`src/rtl/stage_mem_wb_lsu.sv`:
```
// MEM/WB stage: load formatting, memory wait-state handling and registered write-back.
// A load that misses dm_rvalid parks its fields in WAIT until the data arrives.
module stage_mem_wb_lsu #(
  parameter int XLEN = 32,
  parameter int OFFW = $clog2(XLEN/8)
) (
  input  logic            clk,
  input  logic            rst_n,
  input  logic            ex_valid,
  output logic            ex_ready,
  input  logic            ex_mem_rd,
  input  logic [2:0]      ex_funct3,
  input  logic [OFFW-1:0] ex_offset,
  input  logic [4:0]      ex_rd_idx,
  input  logic [XLEN-1:0] ex_rd_data,
  input  logic            dm_rvalid,
  input  logic [XLEN-1:0] dm_rdata,
  output logic            wb_valid,
  output logic            wb_we,
  output logic [4:0]      wb_idx,
  output logic [XLEN-1:0] wb_data,
  output logic            ld_err,
  output logic [31:0]     stall_cnt
);

  typedef enum logic {IDLE, WAIT} state_t;

  typedef struct packed {
    logic [2:0]      f3;
    logic [OFFW-1:0] off;
    logic [4:0]      idx;
  } ld_t;

  state_t          state_q, state_d;
  ld_t             ld_q, ld_d;
  logic            v_d, we_d, err_d;
  logic [4:0]      idx_d;
  logic [XLEN-1:0] data_d;

  function automatic logic ld_bad(
    input logic [2:0]      f3,
    input logic [OFFW-1:0] off
  );
    logic bad;
    bad = 1'b0;
    unique case (f3)
      3'b000, 3'b100: bad = 1'b0;
      3'b001, 3'b101: bad = off[0];
      3'b010:         bad = |off[1:0];
      3'b110:         bad = (XLEN == 32) || (|off[1:0]);
      3'b011:         bad = (XLEN == 32) || (|off);
      default:        bad = 1'b1;
    endcase
    return bad;
  endfunction

  // Shift the addressed bytes down, then mask and fill the upper bits.
  function automatic logic [XLEN-1:0] ld_fmt(
    input logic [2:0]      f3,
    input logic [OFFW-1:0] off,
    input logic [XLEN-1:0] rdata
  );
    logic [XLEN-1:0] sh;
    logic [XLEN-1:0] m;
    logic            s;
    sh = rdata >> {off, 3'b000};
    m  = '1;
    s  = 1'b0;
    unique case (f3[1:0])
      2'b00: begin
        m = XLEN'(8'hFF);
        s = sh[7];
      end
      2'b01: begin
        m = XLEN'(16'hFFFF);
        s = sh[15];
      end
      2'b10: begin
        m = XLEN'(32'hFFFF_FFFF);
        s = sh[31];
      end
      default: begin
        m = '1;
        s = 1'b0;
      end
    endcase
    if (f3[2]) s = 1'b0;
    return (sh & m) | ({XLEN{s}} & ~m);
  endfunction

  assign ex_ready = (state_q == IDLE);

  always_comb begin
    state_d = state_q;
    ld_d    = ld_q;
    v_d     = 1'b0;
    err_d   = 1'b0;
    we_d    = wb_we;
    idx_d   = wb_idx;
    data_d  = wb_data;
    unique case (state_q)
      IDLE: begin
        if (ex_valid) begin
          if (!ex_mem_rd) begin
            v_d    = 1'b1;
            we_d   = (ex_rd_idx != 5'd0);
            idx_d  = ex_rd_idx;
            data_d = ex_rd_data;
          end else if (ld_bad(ex_funct3, ex_offset)) begin
            v_d    = 1'b1;
            err_d  = 1'b1;
            we_d   = 1'b0;
            idx_d  = ex_rd_idx;
            data_d = '0;
          end else if (dm_rvalid) begin
            v_d    = 1'b1;
            we_d   = (ex_rd_idx != 5'd0);
            idx_d  = ex_rd_idx;
            data_d = ld_fmt(ex_funct3, ex_offset, dm_rdata);
          end else begin
            ld_d.f3  = ex_funct3;
            ld_d.off = ex_offset;
            ld_d.idx = ex_rd_idx;
            state_d  = WAIT;
          end
        end
      end
      WAIT: begin
        if (dm_rvalid) begin
          v_d     = 1'b1;
          we_d    = (ld_q.idx != 5'd0);
          idx_d   = ld_q.idx;
          data_d  = ld_fmt(ld_q.f3, ld_q.off, dm_rdata);
          state_d = IDLE;
        end
      end
      default: state_d = IDLE;
    endcase
  end

  always_ff @(posedge clk or negedge rst_n) begin
    if (!rst_n) begin
      state_q   <= IDLE;
      ld_q      <= '0;
      wb_valid  <= 1'b0;
      wb_we     <= 1'b0;
      wb_idx    <= '0;
      wb_data   <= '0;
      ld_err    <= 1'b0;
      stall_cnt <= '0;
    end else begin
      state_q  <= state_d;
      ld_q     <= ld_d;
      wb_valid <= v_d;
      wb_we    <= we_d;
      wb_idx   <= idx_d;
      wb_data  <= data_d;
      ld_err   <= err_d;
      if (state_q == WAIT && !(&stall_cnt))
        stall_cnt <= stall_cnt + 32'd1;
    end
  end

endmodule

```
`config.mk`:
```
export PLATFORM = sky130hd
export DESIGN_NAME = stage_mem_wb_lsu
export DESIGN_NICKNAME = d
export VERILOG_FILES = /design/src/rtl/stage_mem_wb_lsu.sv
export SDC_FILE = /design/constraint.sdc
export NUM_CORES = 1
export LEC_CHECK = 0
export BUFFER_PORTS_ARGS = -buffer_cell sky130_fd_sc_hd__buf_2
export CAP_MARGIN = 20
export CORE_MARGIN = 4
export CORE_UTILIZATION = 55
export CTS_BUF_LIST = sky130_fd_sc_hd__clkbuf_8
export DETAILED_ROUTE_END_ITERATION = 10
export PLACE_DENSITY = 0.89
export SLEW_MARGIN = 30
export SYNTH_ARGS = -nofsm -noshare
export SYNTH_HDL_FRONTEND = slang
export SYNTH_SLANG_ARGS = --single-unit
export TNS_END_PERCENT = 20
```
`constraint.sdc`:
```
create_clock -name clk -period 2.7 [get_ports clk]
set_input_delay 0.135 -clock clk [delete_from_list [all_inputs] [get_ports clk]]
set_output_delay 0.135 -clock clk [all_outputs]
set_load 0.01 [all_outputs]
```
# --- Yosys cells after proc, flatten, opt, wreduce, memory -nomap -nowiden ---
# Index checks and enable logic that the tools add are counted.
totals:
  register_bits: 83
  inputBits: 79
  output_inout_bits: 73
classes:
  add_sub_neg: 1
  eq_ne: 11
  shift: 2
  muxes: 56
  n_bitwise: 11
  reduce_logical: 13
ops:
  columns: ["op", "n"]
  rows:
  - ["$mux W32", 12]
  - ["$pmux W32 S2", 3]
  - ["$and A32 B32 Y32", 4]
  - ["$not A32 Y32", 2]
  - ["$or A32 B32 Y32", 2]
  - ["$shr A32 B5 Y32", 2]
  - ["$add A32 B1 Y32 const B", 1]
  - ["$reduce_and A32 Y1", 1]
  - ["$mux W1", 29]
  - ["$mux W5", 5]
  - ["$pmux W5 S2", 1]
  - ["$reduce_bool A5 Y1", 2]
  - ["$pmux W1 S3", 3]
  - ["$eq A3 B3 Y1 const B", 2]
  - ["$pmux W1 S2", 3]
  - ["$reduce_or A2 Y1", 3]
  - ["$reduce_and A5 Y1", 1]
  - ["$eq A2 B1 Y1 const B", 2]
  - ["$eq A2 B2 Y1 const B", 2]
  - ["$logic_not A2 Y1", 2]
  - ["$ne A2 B2 Y1 const B", 2]
  - ["$ne A4 B2 Y1 const B", 1]
  - ["$eq A3 B1 Y1 const B", 1]
  - ["$eq A3 B2 Y1 const B", 1]
  - ["other kinds (5)", 7]

# --- Depth between registers and ports, before layout ---
logic_depth:
  depth_word: 18
  ltp_mapped: 8

# --- Worst setup path before layout ---
# OpenSTA, ideal clock, no wires.
synth_timing:
  path_type: "flip-flop to flip-flop"
  startpoint: "register stall_cnt[12]"
  endpoint: "register stall_cnt[31]"
  setup_ps: 125
  arrival_ps: 1854
  required_time_ps: 2575
  path_slack_ps: 721
  stages_incl_launch_ff: 7
  path_buffers: 1
  synth_period_minus_slack_ps: 1979
  path_cell_list: "dfrtp_1 > and3_1 > buf_2 > nand4_1 > or3b_1 > nor3_1 > mux2_2"
synth_between:
  elab_chain_len: 3
  word_cells_on_any_way: 4
  classes_between: "add/sub: 1; reduce/logical: 3"
synth_rtl:
  columns: ["item", "line", "rtl"]
  rows:
  - ["start: declaration", "23", "output logic [31:0] stall_cnt"]
  - ["start signal: assignment", "160", "stall_cnt <= stall_cnt + 32'd1;"]
  - ["parallel branches: the longest is 3 deep, another holds $add A32 B1 Y32", null, null]
# Several ways; the timed one is not identified.
# A chain may end at the register's enable or synchronous reset.

# --- Worst setup path after layout ---
layout_timing:
  startpoint: "register ld_q[6] (netlist name)"
  endpoint: "register wb_data[17]"
layout_between:
  elab_chain_len: 9
  word_cells_on_any_way: 10
  classes_between: "shift: 1; mux: 6; bitwise: 3"
layout_rtl:
  columns: ["item", "line", "rtl"]
  rows:
  - ["start: declaration", "35", "ld_t ld_q, ld_d;"]
  - ["start signal: assignment", "153", "ld_q <= ld_d;"]
  - ["$shr A32 B5 Y32 *", "66", "sh = rdata >> {off, 3'b000};"]
  - ["$pmux W1 S3", "69", "unique case (f3[1:0])"]
  - ["$mux W1", "87", "if (f3[2]) s = 1'b0;"]
  - ["$mux W1", "129", "if (dm_rvalid) begin"]
  - ["$mux W1", "101", "unique case (state_q)"]
  - ["$and A32 B32 Y32", "88", "return (sh & m) | ({XLEN{s}} & ~m);"]
  - ["$or A32 B32 Y32 *", "88", null]
  - ["$mux W32 *", "129", null]
  - ["$pmux W32 S2 *", "101", null]
  - ["end signal: assignment", "157", "wb_data <= data_d;"]
  - ["end: declaration", "21", "output logic [XLEN-1:0] wb_data,"]
# Every way passes the cells marked *; elsewhere a longest branch is shown, timed or not. The select of a mux whose other input is x is not followed.

==> summary.json <==
{
  "run_status": "finished, final reports clean",
  "grt_start_max_net_pins": 84,
  "floorplan.initialDensity_pct": 56.26,
  "min-delay-start": "dm_rvalid",
  "global_route.overflow_total": 0,
  "ant_cells": 0,
  "synth-seq-cells": 83,
  "dr.first_iter.drc_count": 422,
  "number_of_global_route_vias_before_repair": 5158,
  "synth_cell_type_count": 65,
  "grt_first_pass_wirelength_mm": 26.17,
  "crit_path_end_kind": "register",
  "seq_area_frac_synth_pct": 37.94,
  "initial_antenna_violation_count": 0,
  "hold_class": "primary input to register",
  "grt_setup_unrepaired": "false",
  "longest_clk_path_bufs": 2,
  "detailedPlacementHpwl_mm": 12.28,
  "detail_route.wl_per_cell_um": 19.45,
  "static-leakage-power_nw": 3.099,
  "slowest_delay_ps": 590,
  "layout.cells.most_common": "buf_2",
  "hold_viol_final": 0,
  "setup_slack_ps": 373.2,
  "worst_r2r_src": "ld_q[6]$_DFFE_PN0P_",
  "timing.critical_path.buf_inv": 1,
  "critPathArrivalTime_ps": 2630,
  "synthTopCellsByArea": "dfrtp_1 (38%), mux2i_1 (6.9%), mux2_2 (4.5%)",
  "worst_slew_margin_rel_pct": 46.82,
  "clk_pin_slew_worst_paths_ps": 90,
  "drc_errors": 0,
  "power.total_mw": 3.663,
  "final_nets": 802,
  "worstPathRequired_ps": 3010,
  "buffer_ports.inserted": 151,
  "htreeDepth": 3,
  "postSynth.topFlopCell": "dfrtp_1",
  "setup.worst_path.class": "register to register",
  "final_max_slew_viol_count": 0,
  "via_per_inst": 6.207,
  "max_capacitance_violation_total": 0,
  "power_density_nw_per_um2": 565.5,
  "ir_drop_mv": 0.3860,
  "setup_violations": 0,
  "timing.critical_path.cells": "buf_4 > mux2i_1 > o2bb2ai_1 > a2111oi_4 > nor2_2 > o221a_2",
  "floorplan.io_pins": 152,
  "critPathSlowestCell": "dfrtp_1",
  "worstPathMaxFanout": 15,
  "synth_nets": 668,
  "critical-path-top-delay-family": "compound AO/OA/AOI/OAI gates",
  "worst_setup_path_start_kind": "register",
  "share_of_cells_above_drive_strength_1_pct": 30.58,
  "die_width_um": 107.8,
  "netlist_area_um2": 5474,
  "fp.coreArea_um2": 9729,
  "area.growth.synth_to_final_pct": 18.33,
  "syn_avg_cell_area_um2": 9.310,
  "ys_async_rst_share_pct": 100.0,
  "synthDominantCellAreaShare_pct": 37.94,
  "post-place-ws_ps": 449.3,
  "drt_first_pass_iters": 5,
  "finClkSkew_ps": 7.229,
  "layout.cells.most_common_list": "buf_2 (150), dfrtp_1 (83), nor2_1 (55)",
  "clock_sink_count": 83,
  "stdcell_area_um2": 6477,
  "worst_slew_pin_slew_ps": 797.7,
  "synth_warnings": 0,
  "finish.utilization_pct": 66.58,
  "worst_setup_path_startpoint": "ld_q[6]$_DFFE_PN0P_",
  "routabilityCongestion": 0.9557,
  "final_period_minus_worst_setup_slack_ps": 2327,
  "chipHeight_um": 107.8,
  "cts_setup_buffers": 0,
  "final_antenna_net_count": 0,
  "min_period_over_period_pct": 86.18,
  "grt_use_total_pct": 28.51,
  "routed_wl_mm": 16.71,
  "fp-row-count": 36,
  "timing.setup.tns_ps": 0,
  "post-synth-top-area-cell": "dfrtp_1",
  "via_count": 5332,
  "clock-root-buffer": "clkbuf_8",
  "final.fill_count": 793,
  "cts-buffers-inserted": 9,
  "synth_enable_flop_cells": 0,
  "max_clock_freq_mhz": 429.8,
  "fp.dieArea_um2": 11610,
  "placed_instance_area_um2": 6286,
  "clk_latency_ps": 360,
  "synthCells": 588,
  "cts_tree": "yes"
}
[flip-flops by register name, summed over array words and instances (netlist names)]
| signal | cells |
|---|---|
| wb_valid | 1 |
| wb_idx | 5 |
| state_q | 1 |
| ld_q | 10 |
| wb_we | 1 |
| ld_err | 1 |
| stall_cnt | 32 |
| wb_data | 32 |
[what timing repair did]
item | in CTS | in global routing
resized for setup | 0 | 0
hold buffers | 1 | 0
hold endpoints to repair | 83 | 0
[layout make-up]
type	count	area [um^2]	area share [%]
Multi-Input combinational cell	446	3127	48.27
Sequential cell	83	2077	32.06
Timing Repair Buffer	163	854.6	13.19
Tap cell	133	166.4	2.569
Clock buffer	9	123.9	1.912
Inverter	19	71.32	1.101
Clock inverter	6	57.56	0.8885
[cell families (layout without fill, tap and decap cells)]
group / after synthesis / in the layout / share of synthesized area (%)
AOI/OAI and AO/OA: 159 / 159 / 21.78
buffers and inverters: 59 / 197 / 5.074
adders and majority gates: 1 / 1 / 0.2285
muxes: 63 / 63 / 12.37
and+or+nand+nor: 197 / 197 / 18.45
DFF: 83 / 83 / 37.94
xor gates and xnor gates: 26 / 26 / 4.160
[cell usage after synthesis (all sizes together) (2+ instances only)]
cell type   n
mux2i      38
a211o      14
nand4      10
a221oi      8
o211ai      2
xnor2       5
and4        3
xor2       21
nor3       12
nand4b      2
mux2       24
o221ai     16
clkbuf     14
and3        6
o21a        4
a31oi       3
a32oi       7
o221a      15
nor4        5
buf        26
inv        18
or2         4
nor2       56
a21oi      40
o21ai      26
a22oi       9
nand2b      5
a211oi      8
dfrtp      83
nor2b      19
and2        9
nand3       9
or3         2
nand2      49
[power by group]
part / switching (mW) / internal (mW) / total, mW
clock network: 0.453 / 0.416 / 0.869
registers: 0.181 / 1.42 / 1.60
logic: 0.661 / 0.530 / 1.19
[final timing paths]
path,endpoint,slack [ps],cells after the start
min reg2reg,stall_cnt[17]$_DFFE_PN0P_,490,1
max in group asynchronous,wb_data[12]$_DFFE_PN0P_,1790,2
max reg2reg,wb_data[17]$_DFFE_PN0P_,370,6
min in group asynchronous,wb_data[11]$_DFFE_PN0P_,360,2
max,wb_data[17]$_DFFE_PN0P_,370,6
min,state_q$_DFF_PN0_,30,2
[routing by layer]
layer  vias up  track usage, %  routed length, um
met5         -               0                  0
met4         0           14.61                610
met3        53           5.519               1497
met2       311           46.63               7983
met1      2524           35.79               6615
li1       2444               -                  -
[through the flow]
stage / instances / hold slack [ps]
finish: 859 / 29.91
global route: 859 / 32.34
CTS: 859 / 14.77
detailed placement: 843 / 230.9
global placement: 843 / 364.7
floorplan: 588 / -160.6
[worst register-to-register path: cells and delay by family, from the launching register on]
kind,cells,cell delay [ps]
muxes,1,100
AOI/OAI and AO/OA,3,790
and+or+nand+nor,1,530
DFF,1,590
buffers and inverters,1,260
Note: power is estimated with default switching activity, not from simulation.
